===== src/rtl/muldiv_pkg.sv =====
// Shared encodings for the iterative signed MULT/DIV sequencer.
package muldiv_pkg;
    localparam int MD_WIDTH = 32;
    localparam int MD_CNT_W = $clog2(MD_WIDTH) + 1;

    localparam logic MD_OP_MULT = 1'b0;
    localparam logic MD_OP_DIV  = 1'b1;

    typedef enum logic [2:0] {
        MD_IDLE    = 3'd0,
        MD_MULT    = 3'd1,
        MD_DIV     = 3'd2,
        MD_DIV_FIX = 3'd3,
        MD_DONE    = 3'd4
    } md_state_e;
endpackage


===== src/rtl/muldiv_addsub.sv =====
// W-bit adder/subtractor with carry out; carry out on subtract means x >= y (unsigned).
module muldiv_addsub #(
    parameter int W = 33
) (
    input  logic [W-1:0] x,
    input  logic [W-1:0] y,
    input  logic         sub,
    output logic [W-1:0] s,
    output logic         cout
);
    assign {cout, s} = {1'b0, x} + {1'b0, y ^ {W{sub}}} + {{W{1'b0}}, sub};
endmodule


===== src/rtl/muldiv_sequencer.sv =====
// Iterative signed MULT (radix-2 Booth) / DIV (restoring) engine owning HI/LO.
// One add/sub slice is shared by both algorithms, one step per cycle.
module muldiv_sequencer
    import muldiv_pkg::*;
#(
    parameter int WIDTH = MD_WIDTH
) (
    input  logic             clk,
    input  logic             reset,
    input  logic             start,
    input  logic             op,
    input  logic [WIDTH-1:0] a,
    input  logic [WIDTH-1:0] b,
    output logic             busy,
    output logic             done,
    output logic             div_zero,
    output logic [WIDTH-1:0] hi,
    output logic [WIDTH-1:0] lo
);
    localparam int CNT_W = $clog2(WIDTH) + 1;

    md_state_e        state_q, state_d;
    logic [CNT_W-1:0] cnt_q, cnt_d;
    // acc: Booth accumulator (sign-extended) or division remainder
    logic [WIDTH:0]   acc_q, acc_d;
    // q: Booth multiplier or dividend shifting into quotient
    logic [WIDTH-1:0] q_q, q_d;
    logic             qm1_q, qm1_d;
    logic [WIDTH-1:0] m_q, m_d;
    logic             sa_q, sa_d, sb_q, sb_d;
    logic             dz_q, dz_d;
    logic [WIDTH-1:0] hi_q, hi_d, lo_q, lo_d;

    logic [WIDTH:0]   as_x, as_y, as_s, booth_v;
    logic             as_sub, as_co;

    muldiv_addsub #(.W(WIDTH + 1)) u_addsub (
        .x   (as_x),
        .y   (as_y),
        .sub (as_sub),
        .s   (as_s),
        .cout(as_co)
    );

    always_ff @(posedge clk) begin
        if (reset) begin
            state_q <= MD_IDLE;
            cnt_q   <= '0;
            acc_q   <= '0;
            q_q     <= '0;
            qm1_q   <= 1'b0;
            m_q     <= '0;
            sa_q    <= 1'b0;
            sb_q    <= 1'b0;
            dz_q    <= 1'b0;
            hi_q    <= '0;
            lo_q    <= '0;
        end else begin
            state_q <= state_d;
            cnt_q   <= cnt_d;
            acc_q   <= acc_d;
            q_q     <= q_d;
            qm1_q   <= qm1_d;
            m_q     <= m_d;
            sa_q    <= sa_d;
            sb_q    <= sb_d;
            dz_q    <= dz_d;
            hi_q    <= hi_d;
            lo_q    <= lo_d;
        end
    end

    always_comb begin
        state_d = state_q;
        cnt_d   = cnt_q;
        acc_d   = acc_q;
        q_d     = q_q;
        qm1_d   = qm1_q;
        m_d     = m_q;
        sa_d    = sa_q;
        sb_d    = sb_q;
        dz_d    = dz_q;
        hi_d    = hi_q;
        lo_d    = lo_q;
        as_x    = acc_q;
        as_y    = {m_q[WIDTH-1], m_q};
        as_sub  = 1'b0;
        booth_v = acc_q;

        case (state_q)
            MD_IDLE: begin
                if (start) begin
                    cnt_d = CNT_W'(WIDTH);
                    dz_d  = 1'b0;
                    acc_d = '0;
                    qm1_d = 1'b0;
                    if (op == MD_OP_MULT) begin
                        q_d     = b;
                        m_d     = a;
                        state_d = MD_MULT;
                    end else if (b == '0) begin
                        dz_d    = 1'b1;
                        state_d = MD_DONE;
                    end else begin
                        // Magnitudes; -2^(W-1) stays as an unsigned 2^(W-1)
                        q_d     = a[WIDTH-1] ? -a : a;
                        m_d     = b[WIDTH-1] ? -b : b;
                        sa_d    = a[WIDTH-1];
                        sb_d    = b[WIDTH-1];
                        state_d = MD_DIV;
                    end
                end
            end
            MD_MULT: begin
                as_sub  = q_q[0] & ~qm1_q;
                booth_v = (q_q[0] ^ qm1_q) ? as_s : acc_q;
                acc_d   = {booth_v[WIDTH], booth_v[WIDTH:1]};
                q_d     = {booth_v[0], q_q[WIDTH-1:1]};
                qm1_d   = q_q[0];
                cnt_d   = cnt_q - CNT_W'(1);
                if (cnt_q == CNT_W'(1)) begin
                    hi_d    = acc_d[WIDTH-1:0];
                    lo_d    = q_d;
                    state_d = MD_DONE;
                end
            end
            MD_DIV: begin
                as_x   = {acc_q[WIDTH-1:0], q_q[WIDTH-1]};
                as_y   = {1'b0, m_q};
                as_sub = 1'b1;
                acc_d  = as_co ? as_s : as_x;
                q_d    = {q_q[WIDTH-2:0], as_co};
                cnt_d  = cnt_q - CNT_W'(1);
                if (cnt_q == CNT_W'(1)) state_d = MD_DIV_FIX;
            end
            MD_DIV_FIX: begin
                lo_d    = (sa_q ^ sb_q) ? -q_q : q_q;
                hi_d    = sa_q ? -acc_q[WIDTH-1:0] : acc_q[WIDTH-1:0];
                state_d = MD_DONE;
            end
            MD_DONE: state_d = MD_IDLE;
            default: state_d = MD_IDLE;
        endcase
    end

    assign busy     = (state_q == MD_MULT) || (state_q == MD_DIV) || (state_q == MD_DIV_FIX);
    assign done     = (state_q == MD_DONE);
    assign div_zero = (state_q == MD_DONE) && dz_q;
    assign hi       = hi_q;
    assign lo       = lo_q;
endmodule


===== config.mk =====
export PLATFORM = sky130hd
export DESIGN_NAME = muldiv_sequencer
export DESIGN_NICKNAME = d
export VERILOG_FILES = /design/src/rtl/muldiv_pkg.sv /design/src/rtl/muldiv_addsub.sv /design/src/rtl/muldiv_sequencer.sv
export SDC_FILE = /design/constraint.sdc
export NUM_CORES = 1
export LEC_CHECK = 0
export ABC_AREA = 0
export BUFFER_PORTS_ARGS = -buffer_cell sky130_fd_sc_hd__buf_4
export CORE_MARGIN = 2
export CORE_UTILIZATION = 35
export DETAILED_ROUTE_END_ITERATION = 8
export HOLD_SLACK_MARGIN = 0.03
export SYNTH_ARGS = -nofsm -noshare
export SYNTH_HDL_FRONTEND = slang
export SYNTH_SLANG_ARGS = --single-unit
export TNS_END_PERCENT = 5

===== constraint.sdc =====
create_clock -name clk -period 4.7 [get_ports clk]
set_clock_uncertainty 0.2 [all_clocks]
set_input_delay 0.94 -clock clk [delete_from_list [all_inputs] [get_ports clk]]
set_output_delay 0.94 -clock clk [all_outputs]
set_load 0.05 [all_outputs]

==> out/qor.yml, run 1 <==
detailed_routing:
  drc: 0
  num_vias: 14400
  drt_wl_total_um: 49600
  drt_first_pass_iters: 9
  vias_per_cell: 5.90
  ant_nets: 0
  routedWlPerCell_um: 20.3
  initialDrtViolationCount: 1247
synth:
  async_flop_share_pct: 0
  yosys-mux-area-fraction_pct: 2.43
  synth_compound_area_share_pct: 31.1
  ys_seq_area_share_pct: 25.5
  synth_simple_gate_area_share_pct: 20.1
  synthAdderAreaFrac_pct: 3.72
  synth-xor-area-share_pct: 11.4
  yosysUniqueCellTypes: 78
  synth_nets: 1976
  synth_area_um2: 13600
  synth_cells: 1868
  synth-seq-cells: 174
  synthFlopType: "dfxtp_1"
  synth_edf_count: 0
  synth_warnings: 0
  synth_area_per_cell_um2: 7.30
  synth_top_family_by_area: "compound AO/OA/AOI/OAI gates"
global_route:
  grt_pass1_vias: 13900
  overflow: 0
  grt_max_degree: 82
  grt_pass1_wl_um: 78400
  grt_usage_pct: 24.2
  antenna_found_initial: 0
floorplanning:
  io_pins: 135
  die_h_um: 201
  core-area_um2: 38600
  fp.dieW_um: 201
  rows: 72
  initial_core_util_pct: 35.4
  dieArea_um2: 40600
setup_path:
  critPathLaunch: "state_q[1]"
  r2r_start: "state_q[1]"
  cp-start-kind: "register"
  path_delay_family: "compound AO/OA/AOI/OAI gates"
  rrSetupSlack_ns: 0.24
  path_cells: "nor3b_4 > buf_12 > buf_12 > nand2_1 > nand2_1 > a21oi_1 > fa_1 > nand2b_1 > a21oi_2 > o21ba_2 > a41oi_1 > o21bai_1 > xnor2_1 > o21ai_0 > a22oi_1 > o22ai_1"
  arrival_ns: 4.64
  cpPeakStageDelay_ns: 0.49
  critPathBufInv: 2
  cp_max_fo: 40
  cp-end-kind: "register"
  cp_data_required_time_ns: 4.88
  crit_type: "register to register"
  crit_path_top_delay_cell: "o21ai_0"
sta:
  slew_violations: 0
  max_slew_margin_pct: 21.7
  rsz0062_at_grt: "false"
  tightest_slew_ns: 1.17
  fin_crit_sh_pct: 94.9
  finalSetupTns_ns: 0
  hold_viol_final: 0
  final-setup-viol-count: 0
  period_needed_ns: 4.46
  timing.fmax_mhz: 224
cts:
  cts_tree: "yes"
  cts_hold_buffers: 0
  clkSlewWorstSetupHoldPaths_ns: 0.08
  cts_htree_levels: 4
  cts_root_buffer: "clkbuf_16"
  cts_num_sinks: 174
  worstSkewPairLatency_ns: 0.47
  cts_buffer_depth: 2
  cts_buffers: 17
cells_and_area:
  stdcell_count: 2441
  n_antenna_cell: 0
  mostFrequentLayoutCell: "nand2_1"
  multi_input_area_um2: 9430
  register_area_um2: 3480
  drive_above_1_share_pct: 12.9
  layout_common_cells: "nand2_1 (237), nor2_1 (194), buf_4 (179), dfxtp_1 (174), a21oi_1 (154)"
  finalNetCount: 2018
  n_fill_cell: 4129
  area_delta_synth_final_pct: 15.1
flow_run:
  cap_viol_max_count: 0
power_and_ir_drop:
  irDropWorstVdd_v: 0.000265
  total_power_mw: 5.46
  powerDensity_nw_per_um2: 348
  leakage_nw: 6.02
status:
  outcome: "complete, no violations"
placement:
  gp_congestion: 0.954
  placedCellCount: 2406
  hpwlAfterDp_um: 37900
  portBuffers: 134
worst_hold_path:
  holdCritPathClass: "register to register"
  hold_start: "lo[29]"
## cell families (layout without fill, tap and decap cells)
kind of cell	Yosys count	after routing
flip-flops	174	174
AND/OR/NAND/NOR	612	612
buffers and inverters	203	258
AO/OA/AOI/OAI	629	629
multiplexers	32	32
XOR/XNOR	178	178
adder cells (fa/ha/maj)	40	40
## repair_timing
item	CTS	global route
setup buffers	0	3
setup endpoints to repair	0	11
gates resized for setup	0	5
## sequential cells by signal, summed over array words and instances, names as in the netlist, 3 cells and up
signal	cells
m_q	32
lo	32
acc_q	33
q_q	32
state_q	3
hi	32
cnt_q	6
## through the flow
stage	setup slack [ns]	area, um2	util, %	hold WS, ns
final	0.242	15700	40.7	0.254
after global routing	0.0202	15700	40.7	0.279
after CTS	0.134	15700	40.6	0.255
after detailed placement	0.176	15100	39.2	0.244
after global placement	0.270	15100	39.2	0.242
after floorplan	0.305	13600	-	0.233
## synth_stat cells (5+ instances only)
| cell | n | area (um2) |
|---|---|---|
| inv_1 | 42 | 158 |
| o41ai_1 | 17 | 149 |
| a31oi_1 | 13 | 81.3 |
| ha_1 | 39 | 488 |
| a21o_1 | 12 | 90.1 |
| o21bai_1 | 8 | 60.1 |
| nand3_1 | 23 | 115 |
| mux2_2 | 8 | 90.1 |
| nand2b_1 | 15 | 93.8 |
| xnor2_1 | 87 | 762 |
| and3_1 | 12 | 75.1 |
| buf_2 | 6 | 30.0 |
| o211ai_1 | 15 | 113 |
| nand2_1 | 237 | 890 |
| a211oi_1 | 61 | 458 |
| a222oi_1 | 16 | 160 |
| a221oi_1 | 33 | 289 |
| or4_1 | 11 | 82.6 |
| o21ai_0 | 133 | 666 |
| a21oi_1 | 156 | 781 |
| nand4_1 | 9 | 56.3 |
| nor2_1 | 199 | 747 |
| clkbuf_1 | 142 | 533 |
| and2_1 | 12 | 75.1 |
| o22ai_1 | 16 | 100 |
| xor2_1 | 91 | 797 |
| buf_1 | 10 | 37.5 |
| or3_1 | 15 | 93.8 |
| a22o_1 | 32 | 280 |
| a22oi_1 | 9 | 67.6 |
| nand3b_1 | 5 | 37.5 |
| nor3_1 | 39 | 195 |
| a311oi_1 | 6 | 52.6 |
| o221ai_1 | 31 | 272 |
| o31ai_1 | 30 | 225 |
| mux2i_1 | 23 | 230 |
| nor4_1 | 11 | 68.8 |
| dfxtp_1 | 174 | 3480 |
## worst paths after layout
path          endpoint  cells after the start
max          acc_q[15]                     16
min             lo[29]                      2
max reg2reg  acc_q[15]                     16
min reg2reg     lo[29]                      2
## report_power, final
group          switching (mW)  internal [mW]  leakage [nW]  total, mW
registers               0.241           1.62          1.42       1.86
logic                    1.41          0.789          4.33       2.20
clock network           0.700          0.697         0.267       1.40
## tightest hold or removal path, stage by stage, from the launching register on
cell and delay, ns:
dfxtp_1 0.31, nand2_1 0.05, a21oi_1 0.05
## layout make-up
| class | count | area share, % |
|---|---|---|
| well taps | 518 | 4.13 |
| flip-flops and latches | 174 | 22.2 |
| repair buffers | 183 | 9.07 |
| clock inverters | 14 | 0.789 |
| clock buffers | 18 | 2.73 |
| inverters | 43 | 1.03 |
| multi-input cells | 1491 | 60.1 |
## layer usage
layer  vias to the layer above  routed length, um  share of wire [%]  GRT usage (%)
li1                       6906                  -                  -              -
met3                       141               2590                5.2           3.55
met5                         -                  0                  0              0
met1                      6782              20800                 42           29.9
met4                         0               2480                5.0           12.2
met2                       563              23700                 48           41.1
Note: power is estimated with default switching activity, not from simulation.
==> inputs of run 2 (changes only) <==
--- a/config.mk
+++ b/config.mk
@@ -13,5 +13,6 @@
 export HOLD_SLACK_MARGIN = 0.03
 export SYNTH_ARGS = -nofsm -noshare
 export SYNTH_HDL_FRONTEND = slang
+export SYNTH_HIERARCHICAL = 1
 export SYNTH_SLANG_ARGS = --single-unit
 export TNS_END_PERCENT = 5
==> run 2 against run 1 <==
Against the previous run:
- utilization is 0.25 points lower
- non-clock buffer count increased by 25
- worst hold slack got worse by 0.0020 ns
- global-route usage rose by 0.22 points
- worst setup slack improved by 0.023 ns
- via count increased by 10%
- clock power is essentially flat
- register-to-register slack better by 0.02 ns
- largest power group unchanged
- combinational power up 140%
- synthesized cell count increased by 9.3%
- count of clock-buffer cells in the layout is the same
- first-iteration DRC count up 20%
==> out/qor.yml, run 2 <==
cts:
  worstSkewPairLatency_ns: 0.46  # about the same
  clkSlewWorstSetupHoldPaths_ns: 0.08  # about the same
  cts_tree: "yes"
  post_cts_resize_count: 0  # unchanged
  cts_htree_levels: 4  # unchanged
  cts_buffer_depth: 2  # unchanged
  cts_hold_buffers: 0  # unchanged
  cts_setup_buffers: 0  # unchanged
  cts_root_buffer: "clkbuf_16"
  cts_buffers: 17  # unchanged
  cts_num_sinks: 174  # unchanged
setup_path:
  crit_type: "register to register"
  critPathBufInv: 3  # +1
  cp_data_required_time_ns: 4.83  # -0.05 ns
  arrival_ns: 4.57  # -0.07 ns
  path_cells: "buf_4 > clkinv_1 > nand2_2 > o21ai_0 > ha_1 > a21o_1 > a311o_1 > a311oi_4 > nor4b_1 > o21bai_1 > o21ai_0 > a21o_4 > buf_4 > mux2i_1 > o22ai_1 > a21oi_1 > nor2_1"
  cpPeakStageDelay_ns: 0.43  # -0.06 ns
  cp-start-kind: "register"
  crit_path_top_delay_cell: "nor4b_1"
  cp-end-kind: "register"
  path_delay_family: "compound AO/OA/AOI/OAI gates"
  cp_max_fo: 30  # -25%
placement:
  pre_cts_slack_ns: 0.154  # -0.0224 ns
  portBuffers: 134  # unchanged
  placedCellCount: 2580  # +7.2%
  gp_congestion: 0.981  # +2.9%
  hpwlAfterDp_um: 41700  # +10%
cells_and_area:
  finalNetCount: 2168  # +7.4%
  register_area_um2: 3480  # about the same
  layout_common_cells: "nand2_1 (247), nor2_1 (207), buf_4 (203), dfxtp_1 (173), a21oi_1 (168)"
  n_antenna_cell: 0  # unchanged
  multi_input_area_um2: 10500  # +12%
  regMostFlops: "acc_q"
  stdcell_count: 2612  # +7.0%
  postLayoutCoreUtil_pct: 40.5  # -0.25 points
  n_fill_cell: 4333  # +4.9%
  drive_above_1_share_pct: 15.0  # +2.1 points
  area_delta_synth_final_pct: 14.2
  mostFrequentLayoutCell: "nand2_1"
  largest_reg_flops: 33  # unchanged
sta:
  period_needed_ns: 4.44  # -0.0226 ns
  slew_violations: 0  # unchanged
  fin_ws_ns: 0.265  # +0.0226 ns
  fin_crit_sh_pct: 94.4  # -0.48 points
  rsz0062_at_grt: "true"
  tightest_slew_ns: 1.25  # +0.0770 ns
  max_slew_margin_pct: 16.5  # -5.1 points
  final-setup-viol-count: 0  # unchanged
  timing.fmax_mhz: 225  # +0.51%
  finalSetupTns_ns: 0  # unchanged
  hold_viol_final: 0  # unchanged
detailed_routing:
  drt_wl_total_um: 55100  # +11%
  routedWlPerCell_um: 21.1  # +3.9%
  initialDrtViolationCount: 1491  # +20%
  num_vias: 15900  # +10%
  drc: 0  # unchanged
  ant_nets: 0  # unchanged
  drt_first_pass_iters: 7  # -2
  vias_per_cell: 6.07  # +3.0%
power_and_ir_drop:
  total_power_mw: 8.95  # +64%
  irDropWorstVdd_v: 0.000263  # -0.65%
  leakage_nw: 6.70  # +11%
  p_int_mw: 4.41  # +42%
  seqPwrFrac_pct: 25.3  # -8.8 points
  pwr-share-comb_pct: 58.9  # +19 points
  switching_share_pct: 50.8  # +7.7 points
  p_sw_mw: 4.55  # +93%
  powerDensity_nw_per_um2: 527  # +52%
  p_clk_share_pct: 15.8  # -9.8 points
synth:
  synth_area_leaders: "dfxtp_1 (23%), nand2_1 (6.3%), a21oi_1 (5.7%)"
  ys_seq_area_share_pct: 23.4  # -2.1 points
  yosys.area.top_type: "dfxtp_1"
  synth_area_per_cell_um2: 7.28  # -0.25%
  synth-seq-cells: 174  # unchanged
  synth_cells: 2041  # +9.3%
  yosysUniqueCellTypes: 88  # +13%
  synth_nets: 2149  # +8.8%
  synth_edf_count: 0  # unchanged
  yosys-top-cells-count: "nand2_1 (248), nor2_1 (210), dfxtp_1 (174), clkbuf_1 (172), a21oi_1 (168)"
  synth_area_um2: 14900  # +9.0%
  synth.top_cell.area_share_pct: 23.4  # -2.1 points
  async_flop_share_pct: 0  # unchanged
  synthFlopType: "dfxtp_1"
  synth_warnings: 6  # +6
  yosysMostFrequentCell: "nand2_1"
global_route:
  grt_max_degree: 63  # -23%
  overflow: 0  # unchanged
  grt_pass1_wl_um: 85200  # +8.7%
  grt_pass1_vias: 14600  # +5.6%
  antenna_found_initial: 0  # unchanged
  grt_usage_pct: 24.5  # +0.22 points
floorplanning:
  initial_core_util_pct: 35.4  # +0.064 points
  dieArea_um2: 44100  # +8.8%
  io_pins: 135  # unchanged
  fp.dieW_um: 210  # +4.3%
  rows: 75  # +4.2%
  core-area_um2: 41900  # +8.8%
  die_h_um: 210  # +4.3%
worst_hold_path:
  holdCritPathClass: "register to register"
status:
  outcome: "complete, no violations"
flow_run:
  cap_viol_max_count: 0  # unchanged
[run 2: tightest hold or removal path, delay by kind of cell, from the launching register on]
kind | cells | cell delay (ns)
DFF | 1 | 0.31
and+or+nand+nor | 1 | 0.05
AOI/OAI and AO/OA | 1 | 0.05
[run 2: cells by family after synthesis]
family	share of synthesized area (%)
AOI/OAI and AO/OA	29.8
xor gates and xnor gates	8.72
and+or+nand+nor	22.1
buffers and inverters	6.14
DFF	23.4
adders and majority gates	3.42
muxes	6.43
[run 2: final timing paths]
path | from | endpoint | slack, ns | depth (start not counted)
setup / recovery | state_q[0] | acc_q[17] | 0.26 | 17
hold / removal | lo[10] | lo[10] | 0.25 | 2
setup reg to reg | state_q[0] | acc_q[17] | 0.26 | 17
hold reg to reg | lo[10] | lo[10] | 0.25 | 2
[run 2: through the flow]
stage	instance area (um2)	hold WS, ns
2_1_floorplan	14900	0.239
3_3_place_gp	16400	0.243
3_5_place_dp	16400	0.247
4_1_cts	17000	0.256
5_1_grt	17000	0.277
6_report	17000	0.252
[run 2: power groups by stage]
stage | clock, mW | combinational [mW] | sequential (mW)
final | 1.42 | 5.27 | 2.27
after global routing | 1.50 | 5.72 | 2.30
after CTS | 1.45 | 5.18 | 2.25
after detailed placement | 0 | 5.17 | 2.28
after global placement | 0 | 5.13 | 2.27
after floorplan | 0 | 3.62 | 2.16
[run 2: metal layers]
metal / GRT usage (%) / part of all wire (%)
met5: 0 / 0
met4: 9.86 / 3.3
met3: 4.17 / 8.7
met2: 36.2 / 42
met1: 35.1 / 46
[run 2: cell type report]
type / count / share of cell area (%)
multi-input cells: 1635 / 62.0
flip-flops and latches: 174 / 20.5
repair buffers: 208 / 9.56
well taps: 539 / 3.97
clock buffers: 18 / 2.59
clock inverters: 14 / 0.788
inverters: 24 / 0.531
